$ cat src/rtl/dadder_cp_ctrl.sv
// dadder_cp_ctrl: control-plane register block for the datapath adder (CTRL, BIAS, result/overflow counters, ID).
// Optional overflow counter enabled by defining DADDER_CP_CTRL_OVF_CNT_EN.
module dadder_cp_ctrl #(
  parameter int ADDR_WIDTH = 8,
  parameter int DATA_WIDTH = 32
) (
  input  logic                  clk,
  input  logic                  reset_n,
  input  logic                  req_valid,
  output logic                  req_ready,
  input  logic [ADDR_WIDTH-1:0] req_addr,
  input  logic                  req_we,
  input  logic [DATA_WIDTH-1:0] req_wdata,
  output logic                  rsp_valid,
  input  logic                  rsp_ready,
  output logic [DATA_WIDTH-1:0] rsp_rdata,
  output logic                  rsp_err,
  output logic                  dp_en,
  output logic                  dp_sat_en,
  output logic [DATA_WIDTH-1:0] dp_bias,
  input  logic                  dp_res_vld,
  input  logic                  dp_ovf
);
  typedef enum logic {IDLE, RESP} state_t;
  localparam logic [ADDR_WIDTH-1:0] A_CTRL = ADDR_WIDTH'('h00);
  localparam logic [ADDR_WIDTH-1:0] A_BIAS = ADDR_WIDTH'('h04);
  localparam logic [ADDR_WIDTH-1:0] A_RES  = ADDR_WIDTH'('h08);
  localparam logic [ADDR_WIDTH-1:0] A_OVF  = ADDR_WIDTH'('h0C);
  localparam logic [ADDR_WIDTH-1:0] A_ID   = ADDR_WIDTH'('h10);
  localparam logic [DATA_WIDTH-1:0] ID_VAL = DATA_WIDTH'(32'hDADD0001);
  state_t                  state;
  logic                    en, sat_en, acc, err, wr_ok;
  logic                    is_ctrl, is_bias, is_res, is_ovf, is_id;
  logic [DATA_WIDTH-1:0]   bias, res_cnt, ovf_val, rd_data;
  assign dp_en     = en;
  assign dp_sat_en = sat_en;
  assign dp_bias   = bias;
  assign acc     = req_valid && req_ready;
  assign is_ctrl = req_addr == A_CTRL;
  assign is_bias = req_addr == A_BIAS;
  assign is_res  = req_addr == A_RES;
  assign is_ovf  = req_addr == A_OVF;
  assign is_id   = req_addr == A_ID;
  // Exact-match decode already rejects misaligned addresses as unmapped.
  assign err   = !(is_ctrl || is_bias || is_res || is_ovf || is_id) || (req_we && is_id);
  assign wr_ok = acc && req_we && !err;
  always_comb begin
    rd_data = is_ctrl ? DATA_WIDTH'({sat_en, en}) :
              is_bias ? bias :
              is_res  ? res_cnt :
              is_ovf  ? ovf_val :
              is_id   ? ID_VAL : '0;
  end
  always_ff @(posedge clk or negedge reset_n) begin
    if (!reset_n) begin
      state     <= IDLE;
      req_ready <= 1'b0;
      rsp_valid <= 1'b0;
      rsp_rdata <= '0;
      rsp_err   <= 1'b0;
    end else if (state == IDLE) begin
      req_ready <= !acc;
      rsp_valid <= acc;
      state     <= acc ? RESP : IDLE;
      if (acc) begin
        rsp_rdata <= (err || req_we) ? '0 : rd_data;
        rsp_err   <= err;
      end
    end else if (rsp_ready) begin
      state     <= IDLE;
      rsp_valid <= 1'b0;
      req_ready <= 1'b1;
    end
  end
  always_ff @(posedge clk or negedge reset_n) begin
    if (!reset_n) begin
      en      <= 1'b0;
      sat_en  <= 1'b0;
      bias    <= '0;
      res_cnt <= '0;
    end else begin
      if (wr_ok && is_ctrl) {sat_en, en} <= req_wdata[1:0];
      if (wr_ok && is_bias) bias <= req_wdata;
      res_cnt <= (wr_ok && is_res) ? '0 :
                 (dp_res_vld && !(&res_cnt)) ? res_cnt + DATA_WIDTH'(1) : res_cnt;
    end
  end
`ifdef DADDER_CP_CTRL_OVF_CNT_EN
  logic [DATA_WIDTH-1:0] ovf_cnt;
  assign ovf_val = ovf_cnt;
  always_ff @(posedge clk or negedge reset_n) begin
    if (!reset_n) ovf_cnt <= '0;
    else ovf_cnt <= (wr_ok && is_ovf) ? '0 :
                    (dp_res_vld && dp_ovf && !(&ovf_cnt)) ? ovf_cnt + DATA_WIDTH'(1) : ovf_cnt;
  end
`else
  logic unused_ovf;
  assign unused_ovf = dp_ovf;
  assign ovf_val = '0;
`endif
endmodule

$ cat config.mk
export PLATFORM = sky130hd
export DESIGN_NAME = dadder_cp_ctrl
export DESIGN_NICKNAME = d
export VERILOG_FILES = /design/src/rtl/dadder_cp_ctrl.sv
export SDC_FILE = /design/constraint.sdc
export NUM_CORES = 1
export LEC_CHECK = 0
export ABC_AREA = 1
export CORE_MARGIN = 4
export CORE_UTILIZATION = 40
export DETAILED_ROUTE_END_ITERATION = 6
export GPL_TIMING_DRIVEN = 0
export PLACE_DENSITY = 0.76
export SLEW_MARGIN = 15
export SYNTH_ARGS = -nofsm -noshare
export SYNTH_HDL_FRONTEND = slang
export SYNTH_SLANG_ARGS = --single-unit
$ cat constraint.sdc
create_clock -name clk -period 4.9 [get_ports clk]
set_input_delay 0.735 -clock clk [delete_from_list [all_inputs] [get_ports clk]]
set_output_delay 0.735 -clock clk [all_outputs]
set_load 0.01 [all_outputs]
# Word level (Yosys, flattened, before mapping)
# Cells that the tools add are included.
dict set report word_totals {
  register_bits 102
  inputBits 47
  output_inout_bits 69
}
dict set report classes {
  addsub 1
  n_eq_ne 5
  muxes 15
  bitwise 1
  n_reduce_logical 22
}
# op n
set ops {}
lappend ops {{two-way mux 32 bit} 8}
lappend ops {{adder 32 x 1 -> 32 bit (second input constant)} 1}
lappend ops {{AND reduction 32 bit} 1}
lappend ops {{== test 8 x 4 -> 1 bit (second input constant)} 2}
lappend ops {{== test 8 x 3 -> 1 bit (second input constant)} 1}
lappend ops {{== test 8 x 5 -> 1 bit (second input constant)} 1}
lappend ops {{logical AND 1 bit} 8}
lappend ops {{zero test 8 bit} 1}
lappend ops {{two-way mux 1 bit} 7}
lappend ops {{logical OR 1 bit} 6}
lappend ops {{zero test 1 bit} 4}
lappend ops {{inequality test 2 bit (second input constant)} 1}
lappend ops {{AND reduction 2 bit} 1}
lappend ops {{nonzero test 2 bit} 1}
lappend ops {{NOT 1 bit} 1}

# Logic depth before layout (Yosys ltp)
# Gate-level depths: netlist (run 1).
dict set report logic_depth {
  ltp_word 11
  depth_mapped 12
  depth_no_buf 11
}

# Worst setup path before layout (run 1)
# Ideal clock, no wire load.
dict set report synth_path {
  path_kind {input to register}
  startpoint {input req_addr[6]}
  endpoint {register bias[0] (netlist: dp_bias[0])}
  arrival_time_ps 1744
  path_slack_ps 3024
  path_stages 9
  path_buffers 1
  path_cell_list {inv_1 nand2_1 nor2_4 nand2_1 inv_2 nand3_2 clkbuf_1 nand2_1 o21ai_0}
}
dict set report synth_via {
  elab_chain_cells 10
  elab_cells_between_ends 15
  classes_between {eq/ne: 4; reduce/logical: 11}
}
# item line
set synth_lines {}
lappend synth_lines {{start: declaration} 11} ;# input logic [ADDR_WIDTH-1:0] req_addr,
lappend synth_lines {{== test 8 x 3 -> 1 bit / zero test 8 bit (equally long branches)} {40, 39}}
lappend synth_lines {{logical OR 1 bit (4 in a row)} 45} ;# assign err = !(is_ctrl || is_bias || is_res || is_ovf || is_id) || (req_we && is_id);
lappend synth_lines {{zero test 1 bit} 45}
lappend synth_lines {{logical OR 1 bit} 45}
lappend synth_lines {{zero test 1 bit} 46} ;# assign wr_ok = acc && req_we && !err;
lappend synth_lines {{logical AND 1 bit} 46}
lappend synth_lines {{logical AND 1 bit *} 83} ;# if (wr_ok && is_bias) bias <= req_wdata;
lappend synth_lines {{end signal: assignment} 83}
lappend synth_lines {{end: declaration} 34} ;# logic [DATA_WIDTH-1:0] bias, res_cnt, ovf_val, rd_data;
# Every way passes the cells marked *; elsewhere a longest branch is shown, timed or not.
# A chain may end at the register's enable or synchronous reset.

# Worst setup path after layout (run 1)
dict set report layout_path {
  startpoint {input req_addr[2]}
  endpoint {register rsp_rdata[18]}
}
dict set report layout_via {
  elab_chain_cells 9
  elab_cells_between_ends 19
  classes_between {eq/ne: 4; mux: 6; reduce/logical: 9}
}
# item line
set layout_lines {}
lappend layout_lines {{branches (longest 8 deep; another with two-way mux 32 bit)} -}
lappend layout_lines {{two-way mux 32 bit *} 66} ;# rsp_rdata <= (err || req_we) ? '0 : rd_data;
lappend layout_lines {{end signal: assignment} 66}
lappend layout_lines {{end: declaration} 16} ;# output logic [DATA_WIDTH-1:0] rsp_rdata,
# Every way passes the cells marked *.

==> results_dict.tcl, run 1 <==
set metrics [dict create \
    status "finished, final reports clean" \
    ys_ff_latch 102 \
    cts_resized 0 \
    postCtsSetupBuffers 0 \
    num_vias 5515 \
    worstReg2RegStart "res_cnt[0]" \
    yosysTopAreaCell "dfrtp_1" \
    row_count 42 \
    num-nets-final 954 \
    cts-root-buf "clkbuf_16" \
    stdcell_area_um2 7240 \
    power_density_nw_per_um2 287 \
    synthToLayoutAreaGrowth_pct 31.7 \
    fmax_mhz 421 \
    hold_buffers 0 \
    grt-ovfl-total 0 \
    drive_above_1_share_pct 5.16 \
    tns_ps 0 \
    endpoint_kind "flip-flop" \
    max_slew_margin_pct 62.5 \
    reg2reg_slack_ps 2730 \
    hold_violations 0 \
    synth_top_area_share_pct 46.4 \
    met3WireLength_um 1160 \
    yosys_warnings 0 \
    first_pass_iters 5 \
    antenna_found_initial 1 \
    grt_pass1_wl_um 26800 \
    grt_usage_pct 21.0 \
    tightest_slew_ps 560 \
    crit_path_start_kind "input pin" \
    io_pins 116 \
    port-buffer-count 114 \
    die_width_um 125 \
    diodes 0 \
    avgSynthCellArea_um2 7.05 \
    clock_path_buffers 2 \
    dr.first_iter.drc_count 302 \
    wl_per_cell_um 15.1 \
    die_area_um2 15700 \
    clkLatencyLatePin_ps 340 \
    routed_wl_um 16500 \
    final_cell_mix "nand2_1, clkdlybuf4s50_1, dfrtp_1" \
    core-area_um2 13300 \
    crit_path_max_fanout 9 \
    crit_arrival_ps 2660 \
    antenna_left 0 \
    clock-sinks 102 \
    final_common_cell "nand2_1" \
    fin_crit_ps 2380 \
    synth.area.top_cells "dfrtp_1, nand2_1, inv_1" \
    cts-htree-levels 3 \
    finalWorstSetupSlack_ps 2520 \
    met2_length_um 7620 \
    start_util_pct 41.2 \
    wl_met1_um 7290 \
    drv_slew 0 \
    via_per_inst 5.07 \
    ir_drop_uv 202 \
    die_h_um 125 \
    cts_tree "done" \
    critPathKind "input pin to flip-flop" \
    route.detailed.drc 0 \
    grt_start_max_net_pins 66 \
    leakagePower_nw 3.52 \
    num-fill-cells 1280 \
    cap_violations 0 \
    multi_input_area_um2 2480 \
    synthDistinctLibCells 28 \
    first_global_vias 5328 \
    yosysSeqAreaShare_pct 46.4 \
    rsz0062_at_grt "false" \
    netlist_area_um2 5500 \
    cts_made_buffers 9 \
    synth_fp_nets 828 \
    r2r-end "res_cnt[27]" \
    postSynthCellCount 780 \
    finalCritPeriodShare_pct 48.5 \
    final-seq-area_um2 2550 \
    cts.clk_slew.worst_paths_ps 70 \
    top_layer "met5" \
    setup_viol 0 \
    fin_skew_ps 6.32 \
    place_area_um2 6890 \
    hold_slack_ps 282 \
    gp_congestion 0.994 \
    ff2ff_path_depth 9 \
    min_path_type "input pin to asynchronous set/reset pin" \
    dp_hpwl_um 12500 \
    crit_required_ps 5180 \
    pre_cts_ws_ps 2190 \
]
-- layer usage --
metal / up-vias / track usage, %
met5: - / 0
met1: 2569 / 29.1
li1: 2696 / -
met4: 2 / 6.63
met2: 214 / 33.4
met3: 34 / 4.09
-- flip-flops by register name, summed over array words and instances, names as in the netlist --
signal / flops
req_ready: 1
rsp_valid: 1
res_cnt: 32
state: 1
rsp_err: 1
dp_bias: 32
rsp_rdata: 32
dp_sat_en: 1
dp_en: 1
-- worst max path at each step --
| stage | start | end | slack [ps] | cells after the start |
|---|---|---|---|---|
| finish | req_addr[2] | rsp_rdata[18] | 2520 | 9 |
| detailed placement | req_addr[1] | res_cnt[27] | 2190 | 8 |
| CTS | req_addr[2] | rsp_rdata[19] | 2550 | 9 |
| global route | req_addr[1] | res_cnt[8] | 2340 | 8 |
| floorplan | req_addr[6] | dp_bias[0] | 3020 | 9 |
| global placement | reset_n | dp_bias[22] | -900 | 1 |
-- where the power goes --
part | internal, W | switching [W] | leakage (nW)
clock network | 0.000517 | 0.000331 | 0.170
registers | 0.000887 | 0.0000548 | 1.40
logic | 0.000122 | 0.000164 | 1.95
total | 0.00153 | 0.000550 | 3.52
-- cell families (layout without fill, tap and decap cells) --
group                    after synthesis  count (layout)  synth area share (%)
adder cells (fa/ha/maj)                1               1                 0.227
AO/OA/AOI/OAI                         75              75                  6.99
flip-flops                           102             102                  46.4
XOR/XNOR                              10              10                  1.59
AND/OR/NAND/NOR                      475             475                  36.2
buffers and inverters                117             248                  8.53
-- through the flow --
stage	instances	util, %	total power, W
3_5_place_dp	1071	51.6	0.00124
4_1_cts	1087	54.3	0.00208
2_1_floorplan	780	-	0.00109
3_3_place_gp	1070	51.4	0.00123
5_1_grt	1087	54.3	0.00214
6_report	1087	54.3	0.00208
-- cells in the mapped netlist --
cell type / n
inv_2: 2
dfrtp_1: 102
buf_6: 2
nand3b_1: 2
clkbuf_1: 16
o21a_1: 1
o21ai_1: 5
nand2_2: 4
nor3_2: 2
nand2_1: 292
ha_1: 1
nand3_1: 62
a21oi_1: 2
nor2_1: 84
nor2_2: 4
o31ai_1: 1
buf_2: 8
nor2_4: 3
nand4_1: 19
nand2_4: 1
clkinv_1: 1
o21ai_0: 65
clkinv_4: 1
nand4_2: 1
nand3_2: 1
xor2_1: 10
o2111ai_1: 1
inv_1: 87
-- final cells by class --
class                   count  area share (%)
repair buffers            115            16.2
multi-input cells         561            34.2
plain buffers              26            1.69
well taps                 176            3.04
inverters                  91            4.78
flip-flops and latches    102            35.2
clock inverters             6            1.59
clock buffers              10            3.30
-- critical path, cell delays in order --
cell             delay (ps)
clkdlybuf4s50_1         480
inv_1                    80
nor2_2                  320
nand3_1                 380
nand2_1                 340
nor2_1                  100
nor2_1                  100
nand2_1                  60
nand2_1                  60
(Power assumes the default switching activity.)
==> run 2, diff against run 1 <==
PLACE_DENSITY = 0.79   (was 0.76)
clock period = 2.1 ns   (was 4.9 ns; I/O delays follow)
==> run 2 against run 1 <==
  * The flow now finishes with violations (design-rule violations)
  * Register-to-register slack lost 2600 ps
  * Utilization shrank 0.29 points
  * Combinational power grew 130%
  * Die area is the same
  * Count of clock-buffer cells in the layout is the same
  * Wire length shrank 0.64%
  * Clock power grew 95%
==> results_dict.tcl, run 2 (synthesized netlist as in run 1, its figures left out) <==
set metrics [dict create \
    crit_required_ps 2320 \
    synthToLayoutAreaGrowth_pct 31.0 \
    antenna_left 0 \
    cp-startpoint "req_addr[1]" \
    io_pins 116 \
    power_w 0.00452 \
    cts_made_buffers 9 \
    r2r-end "res_cnt[29]" \
    grt_pass1_wl_um 26800 \
    pre_cts_ws_ps -208 \
    worstReg2RegStart "res_cnt[0]" \
    routed_wl_um 16300 \
    die_h_um 125 \
    crit_arrival_ps 2210 \
    max_slew_margin_pct 60.9 \
    leakagePower_nw 3.50 \
    num-nets-final 955 \
    clock-sinks 102 \
    fin_skew_ps 8.37 \
    grt_usage_pct 20.8 \
    via_per_inst 5.09 \
    finalCritPeriodShare_pct 94.8 \
    cts-root-buf "clkbuf_16" \
    cts_tree "done" \
    start_util_pct 41.2 \
    met3_usage_pct 4.35 \
    first_pass_iters 7 \
    drv_slew 0 \
    hold_violations 0 \
    crit_path_max_fanout 10 \
    final_cell_mix "nand2_1, clkdlybuf4s50_1, dfrtp_1" \
    stdcell_area_um2 7200 \
    grt-ovfl-total 0 \
    diodes 0 \
    fin_crit_ps 1990 \
    crit_path_start_kind "input pin" \
    drive_above_1_share_pct 5.92 \
    clkLatencyLatePin_ps 350 \
    gr-usage-met1_pct 28.0 \
    dp_hpwl_um 12400 \
    num_vias 5538 \
    dr.first_iter.drc_count 447 \
    gp_congestion 0.919 \
    cts-htree-levels 3 \
    postCtsSetupBuffers 0 \
    antenna_found_initial 0 \
    violations "design-rule violations" \
    core-area_um2 13300 \
    ff2ff_path_depth 12 \
    first_global_vias 5404 \
    wl_per_cell_um 15.0 \
    tns_ps 0 \
    die_width_um 125 \
    place_area_um2 6890 \
    route.detailed.drc 2 \
    endpoint_kind "flip-flop" \
    final_common_cell "nand2_1" \
    tightest_slew_ps 586 \
    use_met2_pct 33.6 \
    cts.clk_slew.worst_paths_ps 70 \
    ir_drop_uv 397 \
    fmax_mhz 503 \
    cap_violations 0 \
    power_density_nw_per_um2 627 \
    clock_path_buffers 2 \
    port-buffer-count 114 \
    finalWorstSetupSlack_ps 110 \
    grt_busiest_layer "met2" \
    row_count 42 \
    critPathKind "input pin to flip-flop" \
    status "finished with violations" \
    reg2reg_slack_ps 180 \
    die_area_um2 15700 \
    setup_viol 0 \
    grt_start_max_net_pins 83 \
    min_path_type "input pin to asynchronous set/reset pin" \
]
run 2: cell count changes in the layout (fill, tap and decap cells not counted), sizes merged:
cell / before / now
bufinv: 3 / 0
clkinv: 2 / 4
buf: 12 / 13
clkbuf: 26 / 25
dlygate4sd3: 0 / 1
inv: 91 / 92
run 2: cell type report:
type	count	area, um2
clock inverters	6	51.3
fillers	1294	6140
flip-flops and latches	102	2550
inverters	91	347
clock buffers	10	239
plain buffers	26	124
multi-input cells	561	2490
repair buffers	116	1180
well taps	176	220
run 2: timing repair:
action / CTS / global route
setup endpoints to repair: 10 / 37
hold buffers: 1 / 0
hold endpoints to repair: 20 / 0
gates resized for setup: 1 / 7
pin swaps: 0 / 0
run 2: metrics by stage:
stage / hold slack (ps) / instances / util [%]
after floorplan: 19.4 / 780 / -
after global routing: 408 / 1088 / 54.0
after detailed placement: 175 / 1071 / 51.6
final: 381 / 1088 / 54.0
after CTS: 400 / 1088 / 53.9
after global placement: 465 / 1070 / 51.4
run 2: how the worst max path moves through the flow:
stage | cells past startpoint | to
final | 8 | res_cnt[7]
after CTS | 9 | res_cnt[5]
after global placement | 1 | dp_bias[24]
after detailed placement | 8 | res_cnt[5]
after floorplan | 9 | res_cnt[20]
after global routing | 8 | res_cnt[3]
run 2: critical path, stage by stage:
cell and delay, ps:
clkdlybuf4s50_1 440, nor2_2 260, inv_2 90, nor2_2 240, nand4_2 250, buf_1 350
nand3_1 170, o21ai_0 110
run 2: routing by layer:
layer  share of wire, %  vias to the layer above
met2                 46                      206
met1                 44                     2607
met3                7.1                       31
li1                   -                     2694
met4                2.6                        0
met5                  0                        -
run 2: report_power, final:
| group | total [W] | internal [W] | switching [W] |
|---|---|---|---|
| Clock | 0.00165 | 0.000855 | 0.000793 |
| Sequential | 0.00221 | 0.00207 | 0.000135 |
| Combinational | 0.000661 | 0.000289 | 0.000372 |
| Total | 0.00452 | 0.00322 | 0.00130 |
